===== src/rtl/right_shift_ctrl.sv =====
// Serial right-shift sequencer: valid/ready in, one bit per clock, valid/ready out.
// Optional sticky output (OR of shifted-out bits) enabled by RIGHT_SHIFT_STICKY_EN.
module right_shift_ctrl #(
    parameter int WIDTH = 4,
    parameter int AMT_W = 3
) (
    input  logic             clk,
    input  logic             rst,
    input  logic             in_valid,
    output logic             in_ready,
    input  logic [WIDTH-1:0] in_data,
    input  logic [AMT_W-1:0] in_amt,
    input  logic             in_arith,
    output logic             out_valid,
    input  logic             out_ready,
    output logic [WIDTH-1:0] out_data,
`ifdef RIGHT_SHIFT_STICKY_EN
    output logic             sticky,
`endif
    output logic             busy
);

    typedef enum logic [1:0] {IDLE, SHIFT, DONE} state_t;

    state_t           state, state_next;
    logic [WIDTH-1:0] shreg;
    logic [AMT_W-1:0] cnt;
    logic [AMT_W-1:0] amt_clamped;
    logic             fill;
    logic             accept;

    assign in_ready    = (state == IDLE) && !rst;
    assign accept      = in_valid && in_ready;
    assign amt_clamped = (in_amt > AMT_W'(WIDTH)) ? AMT_W'(WIDTH) : in_amt;
    assign out_valid   = (state == DONE);
    assign out_data    = shreg;
    assign busy        = (state != IDLE);

    always_ff @(posedge clk or posedge rst) begin
        if (rst) state <= IDLE;
        else     state <= state_next;
    end

    always_comb begin
        state_next = state;
        case (state)
            IDLE:  if (accept) state_next = (amt_clamped == '0) ? DONE : SHIFT;
            SHIFT: if (cnt == AMT_W'(1)) state_next = DONE;
            DONE:  if (out_ready) state_next = IDLE;
            default: state_next = IDLE;
        endcase
    end

    // Shift register and count only move on accept or while shifting, so the
    // result holds through DONE and after the output handshake.
    always_ff @(posedge clk or posedge rst) begin
        if (rst) begin
            shreg <= '0;
            cnt   <= '0;
            fill  <= 1'b0;
        end else if (accept) begin
            shreg <= in_data;
            cnt   <= amt_clamped;
            fill  <= in_arith & in_data[WIDTH-1];
        end else if (state == SHIFT) begin
            shreg <= {fill, shreg[WIDTH-1:1]};
            cnt   <= cnt - AMT_W'(1);
        end
    end

`ifdef RIGHT_SHIFT_STICKY_EN
    always_ff @(posedge clk or posedge rst) begin
        if (rst)                 sticky <= 1'b0;
        else if (accept)         sticky <= 1'b0;
        else if (state == SHIFT) sticky <= sticky | shreg[0];
    end
`endif

endmodule

===== config.mk =====
export PLATFORM = sky130hd
export DESIGN_NAME = right_shift_ctrl
export DESIGN_NICKNAME = d
export VERILOG_FILES = /design/src/rtl/right_shift_ctrl.sv
export SDC_FILE = /design/constraint.sdc
export NUM_CORES = 1
export LEC_CHECK = 0
export CORE_AREA = 3 3 40 42
export CTS_CLUSTER_DIAMETER = 30
export DETAILED_ROUTE_END_ITERATION = 8
export DIE_AREA = 0 0 43 45
export PLACE_DENSITY = 0.83
export SYNTH_ARGS = -nofsm -noshare
export SYNTH_HDL_FRONTEND = slang
export SYNTH_SLANG_ARGS = --single-unit

===== constraint.sdc =====
create_clock -name clk -period 2.16 [get_ports clk]
set_clock_uncertainty 0.05 [all_clocks]
set_input_delay 0.324 -clock clk [delete_from_list [all_inputs] [get_ports clk]]
set_output_delay 0.324 -clock clk [all_outputs]
set_load 0.03 [all_outputs]

==> results.yml <==
outcome:
  status: "completed"
clocking:
  cts-hold-fix-buffers: 0
  htree_levels: 1
  cts_tree: "done"
  clockBufferDepth: 2
  cts_made_buffers: 3
  postCtsSetupRepairBufs: 0
  insertion_delay_ns: 0.26
  cts.sinks: 10
  cts_root_buf: "clkbuf_4"
  clk_pin_slew_ns: 0.07
final_layout:
  final_area_um2: 778
  antennaDiodeCount: 0
  drive_gt1_frac: 0.117
  finalNonFillerCells: 92
  final_cell_mix: "clkdlybuf4s50_1, dfrtp_1, nand2_1"
  fin_util: 0.606
  final_net_count: 92
  area_growth_pct: 43.0
  final_common_cell: "clkdlybuf4s50_1"
global_routing:
  grt_pass1_wl_um: 1950
  grt_start_max_net_pins: 11
  grt_pass1_vias: 462
  antenna_found_initial: 0
  grtUsageTotal: 0.138
  overflow: 0
pwr:
  ir_worst_vdd_v: 0.000628
  leakage_nw: 0.354
  powerDensity_mw_per_mm2: 1440
floorplan:
  die_w_um: 43
  core.rowCount: 13
  io_pins: 19
  fp.dieH_um: 45
  core-area_mm2: 0.00128
  start_util: 0.424
  dieArea_mm2: 0.00194
synthesis:
  synth_compound_area_frac: 0.124
  syn_area_um2: 544
  muxShareOfSynthArea: 0
  synthCells: 55
  ys_ff_latch: 10
  synth_xor_area_frac: 0.0322
  synth_warnings: 0
  synth-simple-area-share: 0.297
  synth_top_family_by_area: "simple AND/OR/NAND/NOR gates"
  synth_fa_ha_area_frac: 0.0460
  ys_types: 24
  ys_seq_area_frac: 0.460
  synth_nets: 69
  syn_avg_cell_area_um2: 9.90
flow_run:
  cap_violations: 0
critical_path:
  end_kind: "output pin"
  crit_path_cell_trace: "or2_2 > clkdlybuf4s50_1"
  startpoint_type: "flip-flop"
  r2r_slack_ns: 0.59
  critPathTopFamily: "buffers and inverters"
  critPathMaxStageDelay_ns: 0.60
  reg2reg_from: "state[1]"
  path_max_fanout: 7
  critical_path_buf_inv_count: 1
  critPathArrivalTime_ns: 1.62
  cp.required_ns: 1.79
  crit_type: "reg2out"
  critPathSlowestCell: "clkdlybuf4s50_1"
  r2r-end: "cnt[1]"
  rr_worst_depth: 3
place:
  io_buffers: 18
  placed_cell_area_um2: 739
  post-dp-hpwl_um: 838
  gp_congestion: 0.698
  dp.cells: 88
timing:
  period_share: 0.921
  fmax_mhz: 503
  max_slew_margin: 0.745
  slew_viol_final: 0
  worst_pin_slew_ns: 0.382
  rsz0062_at_grt: "false"
  fin_tns_setup_ns: 0
  hold_slack_ns: 0.399
  hold_viol: 0
  setup_viol: 0
  min_period_ns: 1.99
route:
  initialDrtViolationCount: 7
  detail-route-antenna-nets: 0
  first_pass_iters: 4
  routed_via_density: 5.23
  drc_errors: 0
  wl_um: 1170
  post_drt_wl_per_cell_um: 12.7
  vias: 481
hold_path:
  hp-class: "in2async"
[layer usage]
layer / GRT usage / share of wire / up-vias
met4: 0.108 / 0.023 / 0
met5: 0 / 0 / -
met2: 0.204 / 0.46 / 20
li1: - / - / 239
met3: 0.0239 / 0.074 / 4
met1: 0.179 / 0.44 / 218
[cell type report]
type,instances,area [um2]
repair buffers,19,190
clock buffers,4,36.3
well taps,15,18.8
fillers,120,507
flip-flops and latches,10,250
multi-input cells,41,272
inverters,3,11.3
[metrics by stage]
step,power (W),worst slack [ns]
2_1_floorplan,0.000751,0.554
3_3_place_gp,0.000941,0.225
3_5_place_dp,0.000958,0.209
4_1_cts,0.00113,0.0130
5_1_grt,0.00122,0.0937
6_report,0.00112,0.171
[cells by family after synthesis]
| family | count (synthesis) |
|---|---|
| AND/OR/NAND/NOR | 28 |
| flip-flops | 10 |
| AO/OA/AOI/OAI | 9 |
| buffers and inverters | 4 |
| XOR/XNOR | 2 |
| adder cells (fa/ha/maj) | 2 |
[Yosys cell counts, drive strengths merged]
library cell  instances  area share
dfrtp                10        0.46
nand2                 9       0.062
nand3                 4       0.046
inv                   3       0.021
nand3b                3       0.041
nor2                  3       0.021
nor2b                 3       0.034
a22oi                 2       0.028
a31oi                 2       0.023
ha                    2       0.046
o21ai                 2       0.018
a221o                 1       0.018
and2b                 1       0.014
buf                   1       0.021
nand2b                1       0.012
nor3                  1      0.0092
nor4b                 1       0.028
o211ai                1       0.014
o22ai                 1       0.023
or2                   1       0.012
or4b                  1       0.018
xnor2                 1       0.016
xor2                  1       0.016
[power breakdown]
group	switching (W)	total (W)	internal [W]
Sequential	0.0000775	0.000360	0.000282
Combinational	0.000327	0.000593	0.000266
Clock	0.0000644	0.000167	0.000102
[worst max path at each step]
stage | start | endpoint | slack, ns | cells after the start
final | state[1] | busy | 0.17 | 2
after global routing | state[0] | busy | 0.09 | 2
after CTS | state[0] | in_ready | 0.01 | 3
after detailed placement | rst | in_ready | 0.21 | 3
after global placement | rst | in_ready | 0.23 | 3
after floorplan | state[1] | in_ready | 0.55 | 2
[repair_timing]
item / 4_1_cts / 5_1_grt
endpoints found under the hold margin: 0 / 0
resized for setup: 0 / 1
endpoints found under the setup margin: 0 / 1
[sequential cells by signal (all words and copies together) (netlist names)]
| name | flops |
|---|---|
| out_data | 4 |
| fill | 1 |
| state | 2 |
| cnt | 3 |
Power figures use the tool's default switching activity.
